--- config.mk ---
export PLATFORM = sky130hd
export DESIGN_NAME = alu_req_scheduler
export DESIGN_NICKNAME = d
export VERILOG_FILES = /design/src/rtl/alu_req_scheduler.sv
export SDC_FILE = /design/constraint.sdc
export NUM_CORES = 1
export LEC_CHECK = 0
export CORE_MARGIN = 2
export CORE_UTILIZATION = 33
export DETAILED_ROUTE_END_ITERATION = 16
export HOLD_SLACK_MARGIN = 0.05
export PLACE_DENSITY = 0.78
export RECOVER_POWER = 25
export SYNTH_ARGS = -nofsm -noshare
export SYNTH_HDL_FRONTEND = slang
export SYNTH_SLANG_ARGS = --single-unit
export TNS_END_PERCENT = 5
--- constraint.sdc ---
create_clock -name CLK -period 1.69 [get_ports CLK]
set_clock_uncertainty 0.15 [all_clocks]
set_input_delay 0.169 -clock CLK [delete_from_list [all_inputs] [get_ports CLK]]
set_output_delay 0.169 -clock CLK [all_outputs]
set_load 0.005 [all_outputs]
--- src/rtl/alu_req_scheduler.sv ---
// Shares one registered-output ALU between two requesters: round-robin grant, one op in flight.
// Latency: accept edge E0 -> EXEC -> CAPT samples unit flag at E2 -> rsp_valid high from E2.
// Backpressure: req_ready only in IDLE; response held in RESP until rsp_valid & rsp_ready.
//
// Ports:
//   CLK, RST          clock (rising edge), asynchronous active-low reset
//   req_valid/ready   per-requester command handshake; ready is combinational, IDLE only
//   req_a/b/fun       packed per-requester operands and function codes
//   ALU_A/B/FUN       registered operand/function bus to the shared ALU
//   alu_res/flags     {Arith, Logic, CMP, Shift} unit results and done flags, Arith in MSBs
//   alu_carry         carry out of the arithmetic unit
//   rsp_*             response channel: requester id, captured result, carry, error
//
// Optional feature macro: ALU_SCHED_TIMEOUT_EN
//   Defined: CAPT gives up after TIMEOUT flag-low cycles and returns rsp_err=1, rsp_data=0.
//   Undefined: CAPT waits for the unit flag indefinitely and rsp_err is tied low.

module alu_req_scheduler #(
  parameter int unsigned in_width  = 8,
  parameter int unsigned out_width = 16,
  parameter int unsigned TIMEOUT   = 15
) (
  input  logic                   CLK,
  input  logic                   RST,
  input  logic [1:0]             req_valid,
  output logic [1:0]             req_ready,
  input  logic [2*in_width-1:0]  req_a,
  input  logic [2*in_width-1:0]  req_b,
  input  logic [7:0]             req_fun,
  output logic [in_width-1:0]    ALU_A,
  output logic [in_width-1:0]    ALU_B,
  output logic [3:0]             ALU_FUN,
  input  logic [4*out_width-1:0] alu_res,
  input  logic [3:0]             alu_flags,
  input  logic                   alu_carry,
  output logic                   rsp_valid,
  input  logic                   rsp_ready,
  output logic                   rsp_id,
  output logic [out_width-1:0]   rsp_data,
  output logic                   rsp_carry,
  output logic                   rsp_err
);

  typedef enum logic [1:0] {
    S_IDLE = 2'd0,
    S_EXEC = 2'd1,
    S_CAPT = 2'd2,
    S_RESP = 2'd3
  } state_t;

  state_t                state_q, state_d;
  logic                  last_grant_q, last_grant_d;
  logic [in_width-1:0]   alu_a_q, alu_a_d;
  logic [in_width-1:0]   alu_b_q, alu_b_d;
  logic [3:0]            alu_fun_q, alu_fun_d;
  logic                  rsp_valid_q, rsp_valid_d;
  logic                  rsp_id_q, rsp_id_d;
  logic [out_width-1:0]  rsp_data_q, rsp_data_d;
  logic                  rsp_carry_q, rsp_carry_d;

  logic                  any_vld;
  logic                  grant;
  logic [1:0]            ready_mask;
  logic [1:0]            unit_idx;
  logic                  unit_flag;
  logic [out_width-1:0]  unit_res;
  int unsigned           unit_lsb;

`ifdef ALU_SCHED_TIMEOUT_EN
  localparam int unsigned CNT_W = $clog2(TIMEOUT + 1);
  logic [CNT_W-1:0]      cnt_q, cnt_d;
  logic                  rsp_err_q, rsp_err_d;
`endif

  // State register
  always_ff @(posedge CLK or negedge RST) begin
    if (!RST) begin
      state_q      <= S_IDLE;
      last_grant_q <= 1'b1;  // makes requester 0 win the first contended grant
      alu_a_q      <= '0;
      alu_b_q      <= '0;
      alu_fun_q    <= '0;
      rsp_valid_q  <= 1'b0;
      rsp_id_q     <= 1'b0;
      rsp_data_q   <= '0;
      rsp_carry_q  <= 1'b0;
`ifdef ALU_SCHED_TIMEOUT_EN
      cnt_q        <= '0;
      rsp_err_q    <= 1'b0;
`endif
    end else begin
      state_q      <= state_d;
      last_grant_q <= last_grant_d;
      alu_a_q      <= alu_a_d;
      alu_b_q      <= alu_b_d;
      alu_fun_q    <= alu_fun_d;
      rsp_valid_q  <= rsp_valid_d;
      rsp_id_q     <= rsp_id_d;
      rsp_data_q   <= rsp_data_d;
      rsp_carry_q  <= rsp_carry_d;
`ifdef ALU_SCHED_TIMEOUT_EN
      cnt_q        <= cnt_d;
      rsp_err_q    <= rsp_err_d;
`endif
    end
  end

  // Next-state and datapath
  always_comb begin
    state_d      = state_q;
    last_grant_d = last_grant_q;
    alu_a_d      = alu_a_q;
    alu_b_d      = alu_b_q;
    alu_fun_d    = alu_fun_q;
    rsp_valid_d  = rsp_valid_q;
    rsp_id_d     = rsp_id_q;
    rsp_data_d   = rsp_data_q;
    rsp_carry_d  = rsp_carry_q;
    ready_mask   = 2'b00;
`ifdef ALU_SCHED_TIMEOUT_EN
    cnt_d        = cnt_q;
    rsp_err_d    = rsp_err_q;
`endif

    // Round-robin: on contention the requester that did not win last time goes;
    // otherwise the single valid requester (req_valid[1] names it directly).
    any_vld = |req_valid;
    grant   = (&req_valid) ? ~last_grant_q : req_valid[1];

    // Unit select lives in the function MSBs; alu_res/alu_flags put Arith at the top,
    // so the bit/slice index runs opposite to the select code.
    unit_idx  = 2'd3 - alu_fun_q[3:2];
    unit_flag = alu_flags[unit_idx];
    unit_lsb  = 32'(unit_idx) * out_width;
    unit_res  = alu_res[unit_lsb +: out_width];

    case (state_q)
      S_IDLE: begin
        if (any_vld) begin
          ready_mask[grant] = 1'b1;
          alu_a_d      = grant ? req_a[2*in_width-1 -: in_width] : req_a[in_width-1:0];
          alu_b_d      = grant ? req_b[2*in_width-1 -: in_width] : req_b[in_width-1:0];
          alu_fun_d    = grant ? req_fun[7:4] : req_fun[3:0];
          rsp_id_d     = grant;
          last_grant_d = grant;
          state_d      = S_EXEC;
        end
      end

      S_EXEC: begin
        // ALU registers its outputs at the end of this cycle.
        state_d = S_CAPT;
`ifdef ALU_SCHED_TIMEOUT_EN
        cnt_d   = '0;
`endif
      end

      S_CAPT: begin
        if (unit_flag) begin
          rsp_data_d  = unit_res;
          rsp_carry_d = (alu_fun_q[3:2] == 2'b00) && alu_carry;
          rsp_valid_d = 1'b1;
          state_d     = S_RESP;
`ifdef ALU_SCHED_TIMEOUT_EN
          rsp_err_d   = 1'b0;
`endif
        end
`ifdef ALU_SCHED_TIMEOUT_EN
        // cnt_q counts flag-low CAPT cycles already spent; this is the TIMEOUT-th one.
        else if (cnt_q == CNT_W'(TIMEOUT - 1)) begin
          rsp_data_d  = '0;
          rsp_carry_d = 1'b0;
          rsp_err_d   = 1'b1;
          rsp_valid_d = 1'b1;
          state_d     = S_RESP;
        end else begin
          cnt_d = cnt_q + 1'b1;
        end
`endif
      end

      S_RESP: begin
        if (rsp_ready) begin
          rsp_valid_d = 1'b0;
          state_d     = S_IDLE;
        end
      end

      default: state_d = S_IDLE;
    endcase
  end

  // Gate with RST so no command is reported accepted while reset is held.
  assign req_ready = ready_mask & {2{RST}};

  assign ALU_A     = alu_a_q;
  assign ALU_B     = alu_b_q;
  assign ALU_FUN   = alu_fun_q;
  assign rsp_valid = rsp_valid_q;
  assign rsp_id    = rsp_id_q;
  assign rsp_data  = rsp_data_q;
  assign rsp_carry = rsp_carry_q;
`ifdef ALU_SCHED_TIMEOUT_EN
  assign rsp_err   = rsp_err_q;
`else
  assign rsp_err   = 1'b0;
`endif

endmodule

==> results of run 1 <==
-- cell usage after synthesis (all sizes together), types with 2 or more instances --
| cell type | count |
|---|---|
| mux2i | 11 |
| and3 | 13 |
| nand2 | 11 |
| mux2 | 17 |
| o21ai | 10 |
| ha | 3 |
| clkbuf | 6 |
| buf | 7 |
| dfrtp | 41 |
| a221o | 12 |
| nor2 | 2 |
| and2 | 2 |
| inv | 3 |
| mux4 | 16 |
| a22o | 3 |
| o211ai | 2 |
| a21oi | 2 |
| nand2b | 2 |
-- worst max-delay path, delay by kind of cell, from the launching register on --
family                   cells  cell delay [ns]
AO/OA/AOI/OAI                1             0.17
flip-flops                   1             0.39
multiplexers                 1             0.30
adder cells (fa/ha/maj)      1             0.15
buffers and inverters        4             0.43
AND/OR/NAND/NOR              1             0.06
-- worst max-delay path by stage --
stage                            start           end  slack [ns]
after detailed placement  req_valid[1]  req_ready[1]       -0.25
final                       state_q[0]  rsp_data[10]       -0.09
after global routing        state_q[0]  rsp_data[10]       -0.16
after floorplan             ALU_FUN[3]     rsp_carry       -0.08
after global placement    req_valid[1]  req_ready[1]       -0.20
after CTS                   state_q[0]  rsp_data[10]       -0.08
-- final cells by class --
class	instances	share of cell area (%)
multi-input cells	117	29.4
clock buffers	7	1.72
repair buffers	187	42.1
flip-flops and latches	42	23.8
well taps	96	2.71
inverters	3	0.254
-- metal layers --
metal	vias up	wire length, um
met5	-	0
met4	0	68
met3	8	721
met2	98	3430
met1	1031	2790
li1	1040	-
-- power breakdown --
part	switching, W	internal, W	total (W)
logic	0.00139	0.00272	0.00411
clock network	0.000316	0.000285	0.000601
registers	0.000331	0.00153	0.00186
-- sequential cells by signal, indices dropped and copies added (netlist names) --
name          flops
rsp_data         16
ALU_A             8
ALU_B             8
ALU_FUN           4
state_q           2
last_grant_q      1
rsp_carry         1
rsp_id            1
rsp_valid         1
-- through the flow --
| step | setup WS, ns | util (%) | cell area [sq um] |
|---|---|---|---|
| floorplan | -0.0789 | - | 2390 |
| global placement | -0.199 | 61.4 | 4220 |
| finish | -0.0860 | 64.6 | 4440 |
| global route | -0.157 | 64.6 | 4440 |
| detailed placement | -0.249 | 61.4 | 4220 |
| CTS | -0.0823 | 64.4 | 4430 |
-- logic make-up (layout without fill, tap and decap cells) --
logic type | Yosys count | after routing | synth area share (%)
AO/OA/AOI/OAI | 35 | 35 | 11.8
multiplexers | 44 | 44 | 30.5
flip-flops | 42 | 42 | 44.4
AND/OR/NAND/NOR | 34 | 34 | 7.70
other | 1 | 1 | 0.158
buffers and inverters | 16 | 197 | 3.91
adder cells (fa/ha/maj) | 3 | 3 | 1.58
-- repair_timing --
item	in CTS	in global routing
gates resized for setup	32	3
setup endpoints to repair	24	33
hold buffers	1	0
hold endpoints to repair	41	0
buffers inserted	7	0
pin swaps	7	1
cloned	1	0
==> metrics.txt, run 1 <==
drt drc 0; final hold vios 0; Synth Area per Inst 13.5 sq um; drt wl/cell 15.5 um; final WL 7.01 mm; TNS Setup -1.05 ns; Iter 0 DRT Violations 46; Die ar. 7880 sq um; Synth top area share 43.3%; # rows 30; largest net degree at the start of global routing 43; Non-Filler Instances 452; Port-buffer cells 154; first-pass GRT wire length 11.1 mm; status finished, violations left; top cells by area, synth dfrtp_1 43%, mux4_2 11%, mux2_4 5.7%, a221o_1 5.1%, mux4_1 4.4%; FF+latch count, synth 42; via count 2177; CP Launch Type register; area leader, netlist dfrtp_1; failing checks setup timing; Worst Hold Path EP ALU_B[6]; Leak Pwr 1.87 nW; Max-cap violations 0; Remaining Overflow, GRT 0; max_slew headroom 61.2%; Hold Path Depth 2; fin crit share 105%; die width 88.8 um; CTS Buf Count 5; most frequent cells in the layout 149 x clkdlybuf4s50_1, 39 x dfrtp_1, 19 x buf_4; worst r2r src state_q[0]; critical path fanouts, max 8; Root Driver clkbuf_8; GRT met1 Usage 20.9%; area of the mapped netlist 2370 sq um; post-synth cell types 36; CTS clock-pin slew for the worst setup and hold paths 0.07 ns; multi-input logic area 1310 sq um; starting density of the core 34.5%; Fill cells 568; Worst Max-Slew Pin Slew 0.582 ns; crit path DAT 1.80 ns; Syn-to-layout area delta 87.1%; crit-path most repeated cell buf_6; CP Cell Sequence inv_2, buf_6, ha_4, nand2_4, o22ai_4, buf_6, buf_12, mux2_4; Max VDD drop 0.746 mV; Hold WS 0.337 ns; clock buffer depth 2; Slowest-stage cell, CP dfrtp_1; Critical Path Max Stage Delay 0.39 ns; GRT Max-Usage Layer met2; core area 6870 sq um; DR pass1 iterations 4; WP data required 1.71 ns; number of global-route vias before repair 2417; top_reg_cell synth dfrtp_1; fmax 563 MHz; async set-reset flop share out of synthesis 100%; H-tree levels 2; CTS sink cnt 42; Clock Latency Late Sink 0.28 ns; reg2reg setup slack -0.09 ns; Power Total 0.00657 W; placed instance count 437; HP Start ALU_B[6]; number of flops mapped to enable cells by yosys 0; routed vias/inst 4.82; routing usage on met2 32.5%; RSZ-0062 raised after global routing true; M3 GR Usage 6.16%; Critical R2R Capture rsp_data[10]; CTS tree yes; minimum clock period 1.78 ns; FF-to-FF path depth 8; initial antenna violation count 0; Mapped Cells 175; DPL Wire Length 5.43 mm; Seq/Total Area, Yosys 44.4%; Nets 473; antenna diode count 0; endpoint type of the worst setup path register; worst min path class reg -> reg; I/O pin cnt 156; Register Area 1050 sq um; most common cell after layout, fill and taps aside clkdlybuf4s50_1; die height 88.8 um; Placer Congestion 0.711; ANT nets after route 0; gr usage total 18.1%; crit path kind reg -> reg; Synthesized Nets 292; share of layout cells above drive strength 1 23.3%; Warnings, synthesis 0; power per cell area 1480 nW/um^2; Max Slew Vio Count 0; setup ws final -0.0860 ns; Setup violations, final 18
Power figures use the tool's default switching activity.
==> run 2, diff against run 1 <==
--- a/config.mk
+++ b/config.mk
@@ -6,9 +6,10 @@
 export NUM_CORES = 1
 export LEC_CHECK = 0
+export CORE_ASPECT_RATIO = 0.5
 export CORE_MARGIN = 2
 export CORE_UTILIZATION = 33
 export DETAILED_ROUTE_END_ITERATION = 16
 export HOLD_SLACK_MARGIN = 0.05
-export PLACE_DENSITY = 0.78
+export PLACE_DENSITY = 0.84
 export RECOVER_POWER = 25
 export SYNTH_ARGS = -nofsm -noshare
--- a/constraint.sdc
+++ b/constraint.sdc
@@ -3,3 +3,3 @@
 set_input_delay 0.169 -clock CLK [delete_from_list [all_inputs] [get_ports CLK]]
 set_output_delay 0.169 -clock CLK [all_outputs]
-set_load 0.005 [all_outputs]
+set_load 0.1 [all_outputs]
==> run 2 against run 1 <==
Combinational power is 99% higher. Setup slack worse by 0.056 ns. Total power is 71% higher. Highest routed layer unchanged. Global-route usage is 4.8 points higher. Hold slack worse by 0.11 ns. Largest power group unchanged. Via count is 6.5% higher. Sequential power is 13% higher. Critical path depth is 2 lower. Wire length is 31% higher. Design area is 6.5% higher. Register-to-register slack worse by 0.06 ns. Fmax is 3.1% lower. The flow still finishes with violations (setup timing).
==> metrics.txt, run 2 (synthesis results as in run 1) <==
Critical Path Source state_q[1]; CP Launch Type register; via count 2319; drt wl/cell 20.4 um; crit path kind reg -> out; worst min path class in -> async; Placer Congestion 0.836; WP data required 1.37 ns; Max VDD drop 1.06 mV; Slowest-stage cell, CP dfrtp_1; die height 63.9 um; Sw Ratio 52.6%; CTS clock-pin slew for the worst setup and hold paths 0.06 ns; Comb pwr share 72.7%; fmax 546 MHz; Nets 473; drt drc 0; Critical Path Max Stage Delay 0.45 ns; power per cell area 2380 nW/um^2; Switch Pwr 0.00592 W; gr usage total 22.9%; routed vias/inst 5.16; DPL Wire Length 6.57 mm; crit-path leading delay family flip-flops; worst r2r src state_q[0]; final hold vios 0; initial antenna violation count 0; CP Cell Sequence inv_2, ha_4, o21ai_4, nor2_2, and2_4, buf_12; minimum clock period 1.83 ns; Sequential Power Share 18.6%; Power Total 0.0113 W; Max Slew Vio Count 0; final WL 9.18 mm; clock share of power 8.6%; number of flip-flops under the largest register name 16; die width 124 um; starting density of the core 34.8%; share of layout cells above drive strength 1 36.4%; fin crit share 108%; crit path DAT 1.51 ns; I/O pin cnt 156; Setup violations, final 25; setup ws final -0.142 ns; Worst Max-Slew Pin Slew 0.566 ns; CTS sink cnt 42; CTS tree yes; RSZ-0062 raised after global routing true; first-pass GRT wire length 13.6 mm; Syn-to-layout area delta 99.2%; Max-cap violations 0; Root Driver clkbuf_16; endpoint type of the worst setup path primary output; critical path fanouts, max 3; # rows 21; most frequent cells in the layout 110 x clkdlybuf4s50_1, 39 x dfrtp_1, 29 x buf_12; largest net degree at the start of global routing 35; core area 6810 sq um; antenna diode count 0; Fill cells 412; DR pass1 iterations 4; failing checks setup timing; CTS Buf Count 5; Remaining Overflow, GRT 0; status finished, violations left; internal power 0.00533 W; number of global-route vias before repair 2561; H-tree levels 2; dpl cell area 4590 sq um; Die ar. 7920 sq um; Clock Latency Late Sink 0.29 ns; Leak Pwr 2.05 nW; Port-buffer cells 154; post-route cell area 4720 sq um; ANT nets after route 0; max_slew headroom 62.4%; CP Buf/Inv Count 2; Placement Setup Slack -0.128 ns; Iter 0 DRT Violations 132; most common cell after layout, fill and taps aside clkdlybuf4s50_1; clock buffer depth 2
[run 2: cell count changes in the layout (fill, tap and decap cells not counted), sizes merged]
cell	previous run	this run
clkdlybuf4s50	149	110
buf	33	58
clkbuf	9	23
clkinv	0	1
[run 2: layer usage]
layer  GRT usage (%)  share of wire (%)  vias to the layer above
li1                -                  -                     1045
met1            25.8                 38                     1182
met2            42.0                 55                       72
met3            5.71                4.0                       20
met4            8.24                2.6                        0
met5               0                  0                        -
[run 2: final timing paths]
| check | cells past startpoint | endpoint | slack [ns] |
|---|---|---|---|
| setup reg to reg | 6 | rsp_data[15] | -0.14 |
| setup / recovery | 6 | req_ready[0] | -0.14 |
| min in group CLK | 2 | last_grant_q | 0.25 |
| max in group asynchronous | 3 | ALU_FUN[2] | 0.32 |
| hold reg to reg | 2 | ALU_A[2] | 0.34 |
| hold / removal | 2 | ALU_B[6] | 0.23 |
[run 2: power by group through the flow]
stage	sequential (W)	clock (W)	combinational [W]
2_1_floorplan	0.00518	0	0.00189
3_3_place_gp	0.00212	0	0.00805
3_5_place_dp	0.00216	0	0.00821
4_1_cts	0.00216	0.000998	0.00837
5_1_grt	0.00215	0.00105	0.00845
6_report	0.00210	0.000973	0.00818
[run 2: repair_timing]
action | in CTS | in global routing
resized for setup | 13 | 19
pin swaps | 2 | 17
cloned | 0 | 2
endpoints found under the setup margin | 22 | 36
hold buffers | 1 | 0
buffers inserted | 4 | 2
hold endpoints to repair | 41 | 0
[run 2: layout make-up]
cell class	count	area, sq um	area share (%)
clock buffers	7	143	3.02
clock inverters	1	5.00	0.106
inverters	3	11.3	0.238
multi-input cells	117	1350	28.5
flip-flops and latches	42	1060	22.4
well taps	92	115	2.44
repair buffers	187	2040	43.3
[run 2: metrics by stage]
stage                     hold WS, ns  std cells  setup TNS [ns]  util [%]
after floorplan                -0.277        175           -5.29         -
after global placement         -0.111        432           -1.77      67.4
after detailed placement       -0.103        432           -3.24      67.4
after CTS                       0.232        445           -1.51      70.7
after global routing            0.243        449           -3.78      69.4
final                           0.230        449           -2.33      69.4
